===== src/rtl/wb_dma_pkg.sv =====
`default_nettype none
// ============================================================================
//  Module      : wb_dma_pkg
//  Description : Shared state encoding and constants for the word-copy
//                sequencer that drives the wishbone master command port.
//  Revision    : 1.0  initial release
// ============================================================================
package wb_dma_pkg;

   // Sequencer states: one read then one write per word, each with an
   // issue cycle followed by the two-phase active handshake.
   typedef enum logic [2:0] {
      S_IDLE         = 3'd0,
      S_RD_ISSUE     = 3'd1,
      S_RD_WAIT_ACT  = 3'd2,
      S_RD_WAIT_DONE = 3'd3,
      S_WR_ISSUE     = 3'd4,
      S_WR_WAIT_ACT  = 3'd5,
      S_WR_WAIT_DONE = 3'd6,
      S_FINISH       = 3'd7
   } dma_state_t;

   // Byte-address step between consecutive 32-bit words.
   localparam int WORD_INCR = 4;

   // All four byte lanes enabled for whole-word transfers.
   localparam logic [3:0] SEL_WORD = 4'hF;

endpackage : wb_dma_pkg
`default_nettype wire


===== src/rtl/wb_dma_timeout.sv =====
`default_nettype none
// ============================================================================
//  Module      : wb_dma_timeout
//  Description : Loadable down-counter guarding one handshake phase. Reloads
//                on i_load and flags expiry once TIMEOUT cycles have passed
//                without a reload.
//  Revision    : 1.0  initial release
// ============================================================================
module wb_dma_timeout #(
   parameter int TIMEOUT = 64
) (
   input  logic i_clk,
   input  logic i_rst_n,
   input  logic i_load,
   output logic o_expired
);

   localparam int              CNT_W  = (TIMEOUT > 1) ? $clog2(TIMEOUT) : 1;
   localparam logic [CNT_W-1:0] c_load = CNT_W'(TIMEOUT - 1);

   logic [CNT_W-1:0] r_cnt;

   // Reload on phase entry, otherwise count down and park at zero.
   always_ff @(posedge i_clk or negedge i_rst_n) begin
      if (!i_rst_n) begin
         r_cnt <= c_load;
      end else if (i_load) begin
         r_cnt <= c_load;
      end else if (r_cnt != '0) begin
         r_cnt <= r_cnt - CNT_W'(1);
      end
   end

   assign o_expired = (r_cnt == '0);

endmodule : wb_dma_timeout
`default_nettype wire


===== src/rtl/wb_dma_sequencer.sv =====
`default_nettype none
// ============================================================================
//  Module      : wb_dma_sequencer
//  Description : Word-copy engine in front of wb_master_interface. Copies a
//                block of 32-bit words, one read then one write per word,
//                with per-phase timeout and end-of-word abort.
//  Revision    : 1.0  initial release
// ============================================================================
module wb_dma_sequencer
   import wb_dma_pkg::*;
#(
   parameter int AW      = 32,
   parameter int DW      = 32,
   parameter int CW      = 16,
   parameter int TIMEOUT = 64
) (
   input  logic          wb_clk,
   input  logic          wb_rst_n,
   input  logic          go,
   input  logic          abort,
   input  logic [AW-1:0] src_addr,
   input  logic [AW-1:0] dst_addr,
   input  logic [CW-1:0] word_count,
   output logic          busy,
   output logic          done,
   output logic          error,
   output logic [CW-1:0] words_done,
   output logic          start,
   output logic [AW-1:0] address,
   output logic [3:0]    selection,
   output logic          write,
   output logic [DW-1:0] data_wr,
   input  logic [DW-1:0] data_rd,
   input  logic          active
);

   dma_state_t    r_state;
   dma_state_t    w_state_nxt;

   logic [AW-1:0] r_src_ptr;
   logic [AW-1:0] r_dst_ptr;
   logic [CW-1:0] r_count;
   logic [CW-1:0] r_words_done;
   logic [DW-1:0] r_hold;
   logic          r_abort;
   logic          r_to_flag;
   logic          r_busy;
   logic          r_done;
   logic          r_error;
   logic [AW-1:0] r_addr_last;
   logic [DW-1:0] r_data_last;
   logic          r_write_last;

   logic          w_go_accept;
   logic          w_wr_complete;
   logic          w_timeout;
   logic          w_timer_load;
   logic          w_timer_expired;

   assign w_go_accept  = (r_state == S_IDLE) && go;
   // Any state change reloads the timer, so each WAIT state starts fresh.
   assign w_timer_load = (w_state_nxt != r_state);

   wb_dma_timeout #(
      .TIMEOUT (TIMEOUT)
   ) u_timeout (
      .i_clk     (wb_clk),
      .i_rst_n   (wb_rst_n),
      .i_load    (w_timer_load),
      .o_expired (w_timer_expired)
   );

   // State register.
   always_ff @(posedge wb_clk or negedge wb_rst_n) begin
      if (!wb_rst_n) begin
         r_state <= S_IDLE;
      end else begin
         r_state <= w_state_nxt;
      end
   end

   // Next-state logic; a handshake edge wins over a same-cycle expiry.
   always_comb begin
      w_state_nxt   = r_state;
      w_wr_complete = 1'b0;
      w_timeout     = 1'b0;
      case (r_state)
         S_IDLE: begin
            if (go) begin
               w_state_nxt = (word_count == '0) ? S_FINISH : S_RD_ISSUE;
            end
         end
         S_RD_ISSUE: w_state_nxt = S_RD_WAIT_ACT;
         S_RD_WAIT_ACT: begin
            if (active) begin
               w_state_nxt = S_RD_WAIT_DONE;
            end else if (w_timer_expired) begin
               w_state_nxt = S_FINISH;
               w_timeout   = 1'b1;
            end
         end
         S_RD_WAIT_DONE: begin
            if (!active) begin
               w_state_nxt = S_WR_ISSUE;
            end else if (w_timer_expired) begin
               w_state_nxt = S_FINISH;
               w_timeout   = 1'b1;
            end
         end
         S_WR_ISSUE: w_state_nxt = S_WR_WAIT_ACT;
         S_WR_WAIT_ACT: begin
            if (active) begin
               w_state_nxt = S_WR_WAIT_DONE;
            end else if (w_timer_expired) begin
               w_state_nxt = S_FINISH;
               w_timeout   = 1'b1;
            end
         end
         S_WR_WAIT_DONE: begin
            if (!active) begin
               w_wr_complete = 1'b1;
               if ((r_words_done + CW'(1) == r_count) || r_abort || abort) begin
                  w_state_nxt = S_FINISH;
               end else begin
                  w_state_nxt = S_RD_ISSUE;
               end
            end else if (w_timer_expired) begin
               w_state_nxt = S_FINISH;
               w_timeout   = 1'b1;
            end
         end
         S_FINISH: w_state_nxt = S_IDLE;
         default:  w_state_nxt = S_IDLE;
      endcase
   end

   // Copy context: latched arguments, pointers, progress, abort and timeout flags.
   always_ff @(posedge wb_clk or negedge wb_rst_n) begin
      if (!wb_rst_n) begin
         r_src_ptr    <= '0;
         r_dst_ptr    <= '0;
         r_count      <= '0;
         r_words_done <= '0;
         r_hold       <= '0;
         r_abort      <= 1'b0;
         r_to_flag    <= 1'b0;
      end else if (w_go_accept) begin
         r_src_ptr    <= src_addr;
         r_dst_ptr    <= dst_addr;
         r_count      <= word_count;
         r_words_done <= '0;
         r_abort      <= 1'b0;
         r_to_flag    <= 1'b0;
      end else begin
         if (r_state != S_IDLE) begin
            r_abort <= r_abort | abort;
         end
         if ((r_state == S_RD_WAIT_DONE) && !active) begin
            r_hold <= data_rd;
         end
         if (w_wr_complete) begin
            r_words_done <= r_words_done + CW'(1);
            r_src_ptr    <= r_src_ptr + AW'(WORD_INCR);
            r_dst_ptr    <= r_dst_ptr + AW'(WORD_INCR);
         end
         if (w_timeout) begin
            r_to_flag <= 1'b1;
         end else if (r_state == S_FINISH) begin
            r_to_flag <= 1'b0;
         end
      end
   end

   // Status outputs: done/error trail the FINISH state by one cycle, busy drops with them.
   always_ff @(posedge wb_clk or negedge wb_rst_n) begin
      if (!wb_rst_n) begin
         r_busy  <= 1'b0;
         r_done  <= 1'b0;
         r_error <= 1'b0;
      end else begin
         if (w_go_accept) begin
            r_busy <= 1'b1;
         end else if (r_state == S_FINISH) begin
            r_busy <= 1'b0;
         end
         r_done  <= (r_state == S_FINISH);
         r_error <= (r_state == S_FINISH) && r_to_flag;
      end
   end

   // Remember the last command so it holds between issue cycles.
   always_ff @(posedge wb_clk or negedge wb_rst_n) begin
      if (!wb_rst_n) begin
         r_addr_last  <= '0;
         r_data_last  <= '0;
         r_write_last <= 1'b0;
      end else begin
         r_addr_last  <= address;
         r_data_last  <= data_wr;
         r_write_last <= write;
      end
   end

   // Command port: new values only in the issue cycles, held otherwise.
   always_comb begin
      start   = 1'b0;
      address = r_addr_last;
      data_wr = r_data_last;
      write   = r_write_last;
      if (r_state == S_RD_ISSUE) begin
         start   = 1'b1;
         write   = 1'b0;
         address = r_src_ptr;
      end else if (r_state == S_WR_ISSUE) begin
         start   = 1'b1;
         write   = 1'b1;
         address = r_dst_ptr;
         data_wr = r_hold;
      end
   end

   assign selection  = SEL_WORD;
   assign busy       = r_busy;
   assign done       = r_done;
   assign error      = r_error;
   assign words_done = r_words_done;

endmodule : wb_dma_sequencer
`default_nettype wire


===== config.mk =====
export PLATFORM = sky130hd
export DESIGN_NAME = wb_dma_sequencer
export DESIGN_NICKNAME = d
export VERILOG_FILES = /design/src/rtl/wb_dma_pkg.sv /design/src/rtl/wb_dma_timeout.sv /design/src/rtl/wb_dma_sequencer.sv
export SDC_FILE = /design/constraint.sdc
export NUM_CORES = 1
export LEC_CHECK = 0
export CORE_MARGIN = 1.5
export CORE_UTILIZATION = 56
export DETAILED_ROUTE_END_ITERATION = 7
export GPL_TIMING_DRIVEN = 0
export HOLD_SLACK_MARGIN = 0.03
export PLACE_DENSITY = 0.86
export SYNTH_ARGS = -nofsm -noshare
export SYNTH_HDL_FRONTEND = slang
export SYNTH_SLANG_ARGS = --single-unit

===== constraint.sdc =====
create_clock -name wb_clk -period 4.52 [get_ports wb_clk]
set_input_delay 1.356 -clock wb_clk [delete_from_list [all_inputs] [get_ports wb_clk]]
set_output_delay 1.356 -clock wb_clk [all_outputs]
set_load 0.02 [all_outputs]

Word-level counts from Yosys, hierarchy flattened
Cells that the tools add are included.
- flip-flop bits (word level): 207
- input port bits: 117
- output and inout port bits: 89
- logic and storage cells: 86
- add/sub/neg operators: 4
- equal/unequal tests: 9
- multiplexer cells: 37
- bitwise logic cells: 2
- reductions and logical operators: 19
- operators with widths (cell ; count):
    $mux W32 ; 8
    $add A32 B3 Y32 const B ; 2
    $mux W16 ; 2
    $mux W3 ; 8
    $pmux W3 S8 ; 1
    $add A16 B1 Y16 const B ; 1
    $eq A16 B16 Y1 ; 1
    $logic_not A16 Y1 ; 1
    $mux W1 ; 15
    $eq A3 B3 Y1 const B ; 4
    $mux W6 ; 2
    $reduce_bool A2 Y1 ; 4
    $eq A3 B2 Y1 const B ; 2
    $logic_not A6 Y1 ; 1
    $reduce_bool A3 Y1 ; 2
    $reduce_bool A6 Y1 ; 1
    $sub A6 B1 Y6 const B ; 1
    $reduce_or A2 Y1 ; 2
    $eq A3 B1 Y1 const B ; 1
    $logic_and A1 B1 Y1 ; 3
    $logic_not A3 Y1 ; 1
    $ne A3 B3 Y1 ; 1
    $logic_or A1 B1 Y1 ; 2
    $pmux W1 S2 ; 1
    4 further kinds ; 4

Logic depth before layout (Yosys ltp)
- word-level depth: 9
- depth in mapped cells: 9
- depth with buffers taken out: 8

Hierarchy
A second synthesis with hierarchy kept.
- cell total of the unflattened synthesis: 1056
- area total of the unflattened synthesis: 10271.1 um^2
- by module, submodules not included (module ; times used ; cells an instance ; area an instance (um^2) ; sequential area each (um^2)):
    wb_dma_sequencer ; 1 ; 1023 ; 9933.3 ; 5029.8
    wb_dma_timeout ; 1 ; 33 ; 337.8 ; 157.7

Worst setup path before layout
Ideal clock, no wire load.
- path kind: reg-to-output
- from: register r_state[1]
- to: output data_wr[14]
- arrival time: 1873 ps
- data required time: 3164 ps
- slack: 1291 ps
- cell stages (with the launch flop): 7
- buffers on the path: 3
- cells stage by stage: dfrtp_1 > buf_1 > nor2_1 > and2_1 > clkbuf_1 > buf_2 > mux2_2
- longest elaborated chain between the ends: 3
- elaborated cells on any way between the ends: 4
- classes of those cells: eq/ne: 2; mux: 2
- RTL lines (item ; RTL line ; source):
    start, declared ; wb_dma_sequencer.sv:37 ; dma_state_t r_state;
    start signal, assigned ; wb_dma_sequencer.sv:78 ; r_state <= w_state_nxt;
    $eq A3 B3 Y1 ; wb_dma_sequencer.sv:214 ; end else if (r_state == S_WR_ISSUE) begin
    $mux W32 ; wb_dma_sequencer.sv:214 ;
    $mux W32 (*) ; wb_dma_sequencer.sv:210 ; if (r_state == S_RD_ISSUE) begin
    end, declared ; wb_dma_sequencer.sv:32 ; output logic [DW-1:0] data_wr,
Every way passes the cells marked *; elsewhere a longest branch is shown, timed or not.

Worst setup path after layout
- from: register r_state[2]
- to: output data_wr[30]
The elaborated chain is that of the path after synthesis.

==> results by group <==
Status
  • Outcome: completed

Global route
  • Largest net degree at the start of global routing: 124
  • Initial antenna violation count: 1
  • Total grt overflow: 0
  • Vias in the first global route: 9111
  • GRT Util Overall: 0.324
  • First-pass GRT wire length: 47100 µm

Die
  • Initial Utilization: 0.578
  • Top Ports: 206
  • Die ar.: 0.0188 mm²
  • Core Footprint: 0.0174 mm²
  • Num rows: 48
  • Die width: 137 µm
  • Die height: 137 µm

Route
  • DR iter-0 viols: 929
  • Vias per cell: 6.17
  • Drt drc: 0
  • Drt total wl: 30000 µm
  • DR vias: 9217
  • Pre-antenna DRT Iters: 6
  • DR WL/cell: 20.1 µm
  • Final antenna-violating net count: 0

CTS
  • Inserted Clock Buffers: 22
  • Clk root buf: clkbuf_16
  • Htree depth: 1
  • Clock latency on the worst-skew pair: 510 ps
  • Hold-fix buffers, CTS: 0
  • Post-CTS Setup Bufs: 0
  • CTS tree: yes
  • Clock slew at reported path FFs: 60 ps
  • TritonCTS Sinks: 207
  • Max clock buf depth: 3

Power
  • Gate power share: 0.432
  • VDD IR-drop max: 0.000450 V
  • Switch Pwr: 0.00338 W
  • Clock share of power: 0.197
  • PD cells: 663 mW/mm²
  • Leakage power: 5.60 nW
  • Cell-internal power: 0.00531 W
  • Seq pwr share: 0.371
  • Sw Ratio: 0.389
  • Final Power: 0.00869 W

Yosys
  • Syn. warnings: 0
  • Seq/Total Area, Yosys: 0.515
  • Synthesized flop and latch total: 207
  • Synth Instances: 1026
  • Post-synth top flop: dfrtp_1
  • Syn Area/Cell: 9.82 µm²
  • Dominant cell type by area after synthesis: dfrtp_1
  • Cell variety after synth: 64
  • Post-synth ARST share: 1.00
  • Mapped cell area: 0.0101 mm²
  • Top cell type's share of synthesized area: 0.499
  • Synth top area cells: dfrtp_1, nand2_1, mux2_2
  • Number of enable flip-flop cells after synthesis: 0

Timing
  • Setup WS post-layout: 149 ps
  • Clk_skew: 12.9 ps
  • Final worst-path cycle share: 0.967
  • Final hold violations: 0
  • Final-report setup violation count: 0
  • Slew margin rel.: 0.404
  • Post-layout min period: 4370 ps
  • Fmax: 229 MHz
  • Setup TNS: 0 ps
  • Final hold slack: 472 ps
  • Pins Over Slew Limit: 0
  • RSZ-0062 raised after global routing: no
  • Actual slew at the worst max-slew pin: 891 ps

Placement
  • # port buffers: 200
  • Post-DP HPWL: 20900 µm
  • Dpl ws: -11.4 ps
  • Final GP Congestion: 0.921
  • Placed insts: 1455

Setup path
  • Crit path capture type: primary output
  • Path depth of the worst reg2reg path: 7
  • Worst Path Max Fanout: 10
  • CP arrival: 3010 ps
  • Crit Path Category: reg2out
  • Critical Path Source Type: flop
  • Critical Path RT: 3160 ps

Finish
  • Layout cells sized above 1: 0.125
  • Layout Nets: 1374
  • N_diodes: 0
  • Layout overhead on the synthesized area: 30.0%
  • Finished Layout Cells: 1493

Worst hold path
  • Hold Path Stages: 2
  • Min-Delay Path Class: reg2reg

Job
  • Maximum capacitance violations: 0
-- critical path, cell delays in order (launching register included) --
cell and delay (ps):
dfrtp_1 320, buf_2 160, buf_2 240, and2_1 250, clkbuf_2 300, clkbuf_4 300
mux2_2 380, clkdlybuf4s50_1 550
-- worst paths after layout --
kind | start | end | slack [ps]
min reg2reg | r_addr_last[11] | r_addr_last[11] | 470
max in group asynchronous | wb_rst_n | r_state[1] | 2650
max | r_state[2] | data_wr[30] | 150
max reg2reg | r_state[0] | r_dst_ptr[30] | 1680
min in group asynchronous | wb_rst_n | r_data_last[5] | 830
min | r_addr_last[11] | r_addr_last[11] | 470
-- power groups by stage --
stage	clock network (W)	registers, W	logic (W)
6_report	0.00171	0.00322	0.00376
5_1_grt	0.00180	0.00331	0.00404
4_1_cts	0.00173	0.00320	0.00373
3_5_place_dp	0	0.00321	0.00369
3_3_place_gp	0	0.00316	0.00359
2_1_floorplan	0	0.00306	0.00225
-- registers in the layout (all words and copies together) (netlist names), 3 cells and up --
signal	count
words_done	16
r_state	3
r_addr_last	32
r_data_last	32
r_count	16
u_timeout.r_cnt	6
r_hold	32
r_src_ptr	32
r_dst_ptr	32
-- repair_timing --
action                     CTS  global route
gates resized for setup     10             9
cloned                       0             0
setup endpoints to repair   51            43
-- metrics by stage --
stage,area [µm²],utilization
2_1_floorplan,10100,-
3_3_place_gp,12400,0.710
3_5_place_dp,12400,0.712
4_1_cts,13100,0.752
5_1_grt,13100,0.752
6_report,13100,0.752
-- Yosys cell counts, drive strengths merged, types with 17 or more instances --
| library cell | instances |
|---|---|
| inv | 17 |
| buf | 33 |
| nand2 | 216 |
| mux2 | 66 |
| dfrtp | 201 |
| xnor2 | 21 |
| o21ai | 69 |
| nor2 | 54 |
| xor2 | 19 |
| a22oi | 36 |
| a21oi | 29 |
| nand4 | 17 |
| nand3 | 38 |
| clkbuf | 34 |
| nor3 | 22 |
-- per-layer routing --
| layer | up-vias | wire (µm) | global-route usage |
|---|---|---|---|
| met4 | 2 | 1360 | 0.163 |
| met3 | 117 | 3060 | 0.0563 |
| met1 | 4423 | 11500 | 0.425 |
| met5 | - | 11 | 0 |
| li1 | 4097 | - | - |
| met2 | 578 | 14100 | 0.521 |
-- cell type report --
cell class,instances,area (µm²)
Buffer,66,315
Multi-Input combinational cell,738,4550
Fill cell,1250,4320
Clock buffer,37,658
Inverter,17,63.8
Tap cell,225,282
Sequential cell,207,5190
Timing Repair Buffer,201,2030
Clock inverter,2,10.0
-- placed cells by master, fill, tap and decap left out, types with 10 or more instances in the layout --
cell type | netlist | layout
a21oi_1 | 29 | 29
a221o_1 | 14 | 14
a22oi_1 | 36 | 36
a31oi_1 | 11 | 11
and3_1 | 11 | 11
buf_2 | 21 | 21
clkbuf_1 | 33 | 36
clkbuf_16 | 0 | 23
clkdlybuf4s50_1 | 0 | 199
dfrtp_1 | 201 | 200
inv_1 | 17 | 17
mux2_2 | 64 | 64
nand2_1 | 216 | 216
nand3_1 | 35 | 35
nand4_1 | 15 | 15
nor2_1 | 53 | 52
nor3_1 | 20 | 19
o21ai_0 | 65 | 65
o311ai_0 | 10 | 10
xnor2_1 | 21 | 21
xor2_1 | 19 | 19
-- cells by family after synthesis --
logic type | count (synthesis) | synth area share
mux | 69 | 0.0768
flops | 207 | 0.515
other cells | 1 | 0.000372
buf+inv | 84 | 0.0363
compound gates | 216 | 0.143
simple gates | 404 | 0.188
xor+xnor | 40 | 0.0348
fa+ha+maj | 5 | 0.00609
(Power assumes the default switching activity.)
